`src/rtl/qspi_flash_reader.sv`:
```
// QSPI master: quad I/O fast read (0xEB) streaming 32-bit little-endian words to the page cache.
module qspi_flash_reader #(
    parameter int unsigned INIT_DELAY      = 16,
    parameter int unsigned CSB_HIGH_CYCLES = 4,
    parameter int unsigned DUMMY_CLOCKS    = 4
) (
    input  logic        clk,
    input  logic        rst,
    input  logic        qspi_enable,
    input  logic [23:0] qspi_address,
    input  logic        qspi_changeAddress,
    input  logic        qspi_requestData,
    output logic [31:0] qspi_readData,
    output logic        qspi_readDataValid,
    output logic        qspi_initialised,
    output logic        qspi_busy,
    output logic        flash_csb,
    output logic        flash_sck,
    output logic [3:0]  flash_io_we,
    output logic [3:0]  flash_io_write,
    input  logic [3:0]  flash_io_read
);

    localparam int unsigned CNT_W  = 8;
    localparam logic [7:0]  CMD_EB = 8'hEB;

    typedef enum logic [3:0] {
        S_IDLE, S_INIT, S_READY, S_CSB_GAP, S_CMD,
        S_ADDR, S_MODE, S_DUMMY, S_DATA, S_PAUSE
    } state_t;

    state_t             state_q, state_d;
    logic [CNT_W-1:0]   cnt_q, cnt_d;
    logic [23:0]        addr_q, addr_d;
    logic [31:0]        shift_q, shift_d;
    logic [31:0]        rdata_q, rdata_d;
    logic               valid_q, valid_d;
    logic               init_q, init_d;
    logic               busy_q, busy_d;
    logic               csb_q, csb_d;
    logic               sck_q, sck_d;
    logic [3:0]         io_we_q, io_we_d;
    logic [3:0]         io_wr_q, io_wr_d;
    logic [CNT_W-1:0]   slot_last;
    state_t             slot_nxt;

    // Pad drive {we, data} for a given setup-phase slot; presented during that slot's L phase.
    function automatic logic [7:0] slot_out(input state_t st, input logic [2:0] idx,
                                            input logic [23:0] addr);
        logic [7:0]  cmd_sh;
        logic [23:0] addr_sh;
        slot_out = 8'h00;
        cmd_sh   = CMD_EB >> (3'd7 - idx);
        addr_sh  = addr >> (5'd20 - {idx, 2'b00});
        case (st)
            S_CMD:   slot_out = {4'b0001, 3'b000, cmd_sh[0]};
            S_ADDR:  slot_out = {4'b1111, addr_sh[3:0]};
            S_MODE:  slot_out = {4'b1111, 4'b0000};
            default: slot_out = 8'h00;
        endcase
    endfunction

    // Next-state, SCK phase sequencing, data assembly and pad drive.
    always_comb begin
        state_d   = state_q;
        cnt_d     = cnt_q;
        addr_d    = addr_q;
        shift_d   = shift_q;
        rdata_d   = rdata_q;
        valid_d   = 1'b0;
        csb_d     = csb_q;
        sck_d     = sck_q;
        io_we_d   = io_we_q;
        io_wr_d   = io_wr_q;
        slot_last = '0;
        slot_nxt  = S_IDLE;

        case (state_q)
            S_CMD:   begin slot_last = CNT_W'(7); slot_nxt = S_ADDR;  end
            S_ADDR:  begin slot_last = CNT_W'(5); slot_nxt = S_MODE;  end
            S_MODE:  begin slot_last = CNT_W'(1); slot_nxt = S_DUMMY; end
            S_DUMMY: begin
                slot_last = CNT_W'(DUMMY_CLOCKS - 1);
                slot_nxt  = qspi_requestData ? S_DATA : S_PAUSE;
            end
            default: ;
        endcase

        if (!qspi_enable) begin
            state_d = S_IDLE;
            cnt_d   = '0;
            csb_d   = 1'b1;
            sck_d   = 1'b0;
            io_we_d = 4'h0;
            io_wr_d = 4'h0;
        end else if (qspi_changeAddress &&
                     (state_q == S_READY || state_q == S_DATA || state_q == S_PAUSE)) begin
            // Abandon any word in flight and reopen the device at the new address.
            state_d = S_CSB_GAP;
            cnt_d   = '0;
            addr_d  = qspi_address & 24'hFF_FFFC;
            csb_d   = 1'b1;
            sck_d   = 1'b0;
            io_we_d = 4'h0;
            io_wr_d = 4'h0;
        end else begin
            case (state_q)
                S_IDLE: begin
                    state_d = S_INIT;
                    cnt_d   = '0;
                end
                S_INIT: begin
                    if (cnt_q == CNT_W'(INIT_DELAY - 1)) begin
                        state_d = S_READY;
                        cnt_d   = '0;
                    end else begin
                        cnt_d = cnt_q + CNT_W'(1);
                    end
                end
                S_CSB_GAP: begin
                    if (cnt_q == CNT_W'(CSB_HIGH_CYCLES - 1)) begin
                        state_d            = S_CMD;
                        cnt_d              = '0;
                        csb_d              = 1'b0;
                        {io_we_d, io_wr_d} = slot_out(S_CMD, 3'd0, addr_q);
                    end else begin
                        cnt_d = cnt_q + CNT_W'(1);
                    end
                end
                S_CMD, S_ADDR, S_MODE, S_DUMMY: begin
                    if (!sck_q) begin
                        sck_d = 1'b1;
                    end else begin
                        sck_d = 1'b0;
                        if (cnt_q == slot_last) begin
                            state_d = slot_nxt;
                            cnt_d   = '0;
                        end else begin
                            cnt_d = cnt_q + CNT_W'(1);
                        end
                        {io_we_d, io_wr_d} = slot_out(state_d, cnt_d[2:0], addr_q);
                    end
                end
                S_DATA: begin
                    if (!sck_q) begin
                        sck_d = 1'b1;
                    end else begin
                        // Sample on the cycle SCK falls; first byte lands in bits [7:0].
                        sck_d   = 1'b0;
                        shift_d = {shift_q[27:0], flash_io_read};
                        if (cnt_q == CNT_W'(7)) begin
                            rdata_d = {shift_d[7:0], shift_d[15:8], shift_d[23:16], shift_d[31:24]};
                            valid_d = 1'b1;
                            cnt_d   = '0;
                            state_d = qspi_requestData ? S_DATA : S_PAUSE;
                        end else begin
                            cnt_d = cnt_q + CNT_W'(1);
                        end
                    end
                end
                S_PAUSE: begin
                    if (qspi_requestData) begin
                        state_d = S_DATA;
                        cnt_d   = '0;
                    end
                end
                default: ;
            endcase
        end

        busy_d = (state_d == S_INIT) || (state_d == S_CSB_GAP) || (state_d == S_CMD) ||
                 (state_d == S_ADDR) || (state_d == S_MODE)    || (state_d == S_DUMMY);
        init_d = (state_d != S_IDLE) && (state_d != S_INIT);
    end

    // State and output registers with synchronous reset.
    always_ff @(posedge clk) begin
        if (rst) begin
            state_q <= S_IDLE;
            cnt_q   <= '0;
            addr_q  <= '0;
            shift_q <= '0;
            rdata_q <= '0;
            valid_q <= 1'b0;
            init_q  <= 1'b0;
            busy_q  <= 1'b0;
            csb_q   <= 1'b1;
            sck_q   <= 1'b0;
            io_we_q <= 4'h0;
            io_wr_q <= 4'h0;
        end else begin
            state_q <= state_d;
            cnt_q   <= cnt_d;
            addr_q  <= addr_d;
            shift_q <= shift_d;
            rdata_q <= rdata_d;
            valid_q <= valid_d;
            init_q  <= init_d;
            busy_q  <= busy_d;
            csb_q   <= csb_d;
            sck_q   <= sck_d;
            io_we_q <= io_we_d;
            io_wr_q <= io_wr_d;
        end
    end

    assign qspi_readData      = rdata_q;
    assign qspi_readDataValid = valid_q;
    assign qspi_initialised   = init_q;
    assign qspi_busy          = busy_q;
    assign flash_csb          = csb_q;
    assign flash_sck          = sck_q;
    assign flash_io_we        = io_we_q;
    assign flash_io_write     = io_wr_q;

endmodule

```
`config.mk`:
```
export PLATFORM = sky130hd
export DESIGN_NAME = qspi_flash_reader
export DESIGN_NICKNAME = d
export VERILOG_FILES = /design/src/rtl/qspi_flash_reader.sv
export SDC_FILE = /design/constraint.sdc
export NUM_CORES = 1
export LEC_CHECK = 0
export ABC_AREA = 1
export CAP_MARGIN = 20
export CORE_MARGIN = 8
export CORE_UTILIZATION = 41
export CTS_CLUSTER_DIAMETER = 60
export DETAILED_ROUTE_END_ITERATION = 12
export GPL_TIMING_DRIVEN = 0
export HOLD_SLACK_MARGIN = 0.05
export PLACE_DENSITY_LB_ADDON = 0.3
export SETUP_SLACK_MARGIN = 0.02
export SLEW_MARGIN = 20
export SYNTH_ARGS = -nofsm -noshare
export SYNTH_HDL_FRONTEND = slang
export SYNTH_SLANG_ARGS = --single-unit
export TNS_END_PERCENT = 50
```
`constraint.sdc`:
```
create_clock -name clk -period 2.4 [get_ports clk]
set_clock_uncertainty 0.05 [all_clocks]
set_input_delay 0.24 -clock clk [delete_from_list [all_inputs] [get_ports clk]]
set_output_delay 0.24 -clock clk [all_outputs]
set_load 0.01 [all_outputs]
```
==> results of run 1 <==
[where the power goes]
| group | internal (mW) | switching, mW | leakage (nW) | total (mW) |
|---|---|---|---|---|
| clock | 0.515 | 0.667 | 0.112 | 1.18 |
| combinational | 0.0645 | 0.0740 | 1.25 | 0.138 |
| sequential | 1.74 | 0.00307 | 0.846 | 1.75 |
[state kept, by name, summed over array words and instances (netlist names)]
register	count
state_q	4
qspi_readDataValid	1
flash_io_write	4
qspi_busy	1
addr_q	22
flash_sck	1
qspi_readData	32
flash_io_we	2
qspi_initialised	1
flash_csb	1
cnt_q	8
shift_q	28
[worst max-delay path, cell delays in order, from the launching register on]
cell	delay [ps]
dfxtp_1	480
inv_2	130
nand2_1	180
nor2_1	90
inv_1	110
o21ai_1	110
nor2_2	160
inv_1	170
a21oi_2	290
nand2_1	120
o22ai_1	110
and2_1	130
[layout make-up]
cell class	instances	area (um^2)	area share, %
inverter	60	225	3.97
buffer	31	178	3.13
clock inverter	7	93.8	1.65
clock buffer	9	124	2.18
tap	140	175	3.09
sequential	105	2100	37.1
multi-input combinational	442	2030	35.9
timing repair buffer	74	741	13.1
[placed cells by master (no fill, tap or decap), types with 2 or more instances in the layout]
master             n
a21oi_2            2
o2111ai_1          2
nor3_1             5
or2_2              2
buf_4              8
nand2_2            7
inv_1             54
nand3_1           52
o21ai_0           49
clkbuf_1          12
o21ai_1            8
buf_2              4
xor2_1             4
nand2_1          138
o211ai_1           2
a21oi_1           65
nor2_1            84
o21ai_2            2
buf_6              3
inv_8              3
dfxtp_1          105
nor2_2             5
clkbuf_2           3
a31oi_1            2
nand4_1            6
clkbuf_8           9
clkdlybuf4s50_1   74
inv_2              6
[cell families after synthesis]
logic type | Yosys count | share of synthesized area [%]
AOI/OAI and AO/OA | 135 | 15.8
xor gates and xnor gates | 4 | 0.774
adders and majority gates | 1 | 0.276
buffers and inverters | 91 | 8.84
DFF | 105 | 46.4
and+or+nand+nor | 302 | 27.9
[routing by layer]
| layer | wire length [um] | part of all wire, % | up-vias |
|---|---|---|---|
| met1 | 5010 | 43 | 1999 |
| met3 | 751 | 6.4 | 12 |
| li1 | - | - | 2236 |
| met2 | 5840 | 50 | 97 |
| met5 | 0 | 0 | - |
| met4 | 106 | 0.90 | 0 |
[final timing paths]
| check | cells after the start | to |
|---|---|---|
| hold reg to reg | 2 | flash_csb |
| setup / recovery | 11 | cnt_q[3] |
| hold / removal | 2 | addr_q[2] |
| setup reg to reg | 11 | cnt_q[3] |
[timing repair]
item / CTS / global route
hold buffers: 0 / 0
resized for setup: 0 / 6
setup buffers: 0 / 0
endpoints found under the setup margin: 0 / 15
endpoints found under the hold margin: 0 / 0
==> impl_metrics.tcl, run 1 <==
set metrics [dict create \
    coreArea_mm2 0.0108 \
    dp.final_hpwl_um 8960 \
    drive_above_1_share_pct 8.24 \
    synth-edff-count 0 \
    grt_pass1_vias 4221 \
    worstSetupPathType "reg -> reg" \
    synth_fp_nets 672 \
    setup_viol_count_final 0 \
    path_max_fanout 8 \
    stdcell_count 868 \
    die_width_um 121 \
    dr_total_vias 4344 \
    start_util_pct 42.0 \
    dieArea_mm2 0.0147 \
    fin_ws_ps 219 \
    cts_sinks 105 \
    clk_pin_slew_ps 100 \
    hp-class "in -> reg" \
    dp_slack_ps 202 \
    final_util_pct 52.6 \
    cp.arrival_ps 2460 \
    drv_slew 0 \
    dpl.cell_count 852 \
    drc 0 \
    htree_levels 3 \
    cts_buffers 9 \
    crit_path_end_kind "flop" \
    gr-total-overflow 0 \
    cts_tree "built" \
    synthDistinctLibCells 33 \
    ant_nets 0 \
    io_buffer_count 74 \
    placed_cell_area_mm2 0.00544 \
    synth_top_area_share_pct 46.4 \
    use_met2_pct 28.8 \
    holdCritStartpoint "rst" \
    drt_iter0_markers 243 \
    fillers 1072 \
    netlist_instances 638 \
    use_met1_pct 19.1 \
    yosys_most_used_dff "dfxtp_1" \
    status "finished clean" \
    gp_congestion 0.900 \
    worstMarginPinSlew_ps 523 \
    cp-startpoint "state_q[3]" \
    num_rows 38 \
    seq_area_frac_synth_pct 46.4 \
    die_h_um 121 \
    synth_area_mm2 0.00453 \
    fin_tns_setup_ps 0 \
    synth_top_area_cell "dfxtp_1" \
    finalHoldViolations 0 \
    grt_pass1_wl_um 19800 \
    synth.area.top_cells "dfxtp_1 (46%), nand2_1 (11%), a21oi_1 (7.2%)" \
    cts.path.max_buffers 2 \
    async_reset_ff_share_pct 0 \
    pin_count 78 \
    insertion_delay_ps 390 \
    via_per_inst 5.00 \
    drt_pass1_iterations 4 \
    met3_usage_pct 4.89 \
    syn_to_final_growth_pct 25.3 \
    powerDensity_mw_per_mm2 541 \
    rsz0062_at_grt "true" \
    fin_crit_sh_pct 90.9 \
    fmaxAchievable_mhz 459 \
    yosys_warnings 0 \
    track_usage_pct 16.5 \
    antenna_cells 0 \
    yosysMostFrequentCell "nand2_1" \
    reg2reg_slack_ps 220 \
    avgSynthCellArea_um2 7.10 \
    p_total_mw 3.07 \
    fin_nets 757 \
    fin_area_mm2 0.00567 \
    worst_setup_path_start_kind "flop" \
    r2r-start "state_q[3]" \
    wirelength_um 11700 \
    synth_commonest_cells "nand2_1 (138), dfxtp_1 (105), nor2_1 (85), a21oi_1 (65), inv_1 (54)" \
    drt-wirelength-per-cell_um 13.5 \
    fin_crit_ps 2180 \
    busiest_layer "met2" \
    relSlewSlack_pct 65.0 \
    synth_seq_cells 105 \
    fin_hold_ws_ps 212 \
    crit_required_ps 2680 \
    power.leakage_nw 2.21 \
    grt_start_max_net_pins 21 \
    ir_worst_vdd_v 0.000413 \
    maxCapViolations 0 \
    antenna_found_initial 0 \
    cts-root-buf "clkbuf_8" \
]
Power figures use the tool's default switching activity.
==> run 2: changes to the inputs <==
--- a/config.mk
+++ b/config.mk
@@ -6,7 +6,7 @@
 export NUM_CORES = 1
 export LEC_CHECK = 0
 export ABC_AREA = 1
-export CAP_MARGIN = 20
+export CAP_MARGIN = 5
 export CORE_MARGIN = 8
 export CORE_UTILIZATION = 41
 export CTS_CLUSTER_DIAMETER = 60
==> results of run 2 <==
Final layout, timing and power as in run 1 (identical DEF).
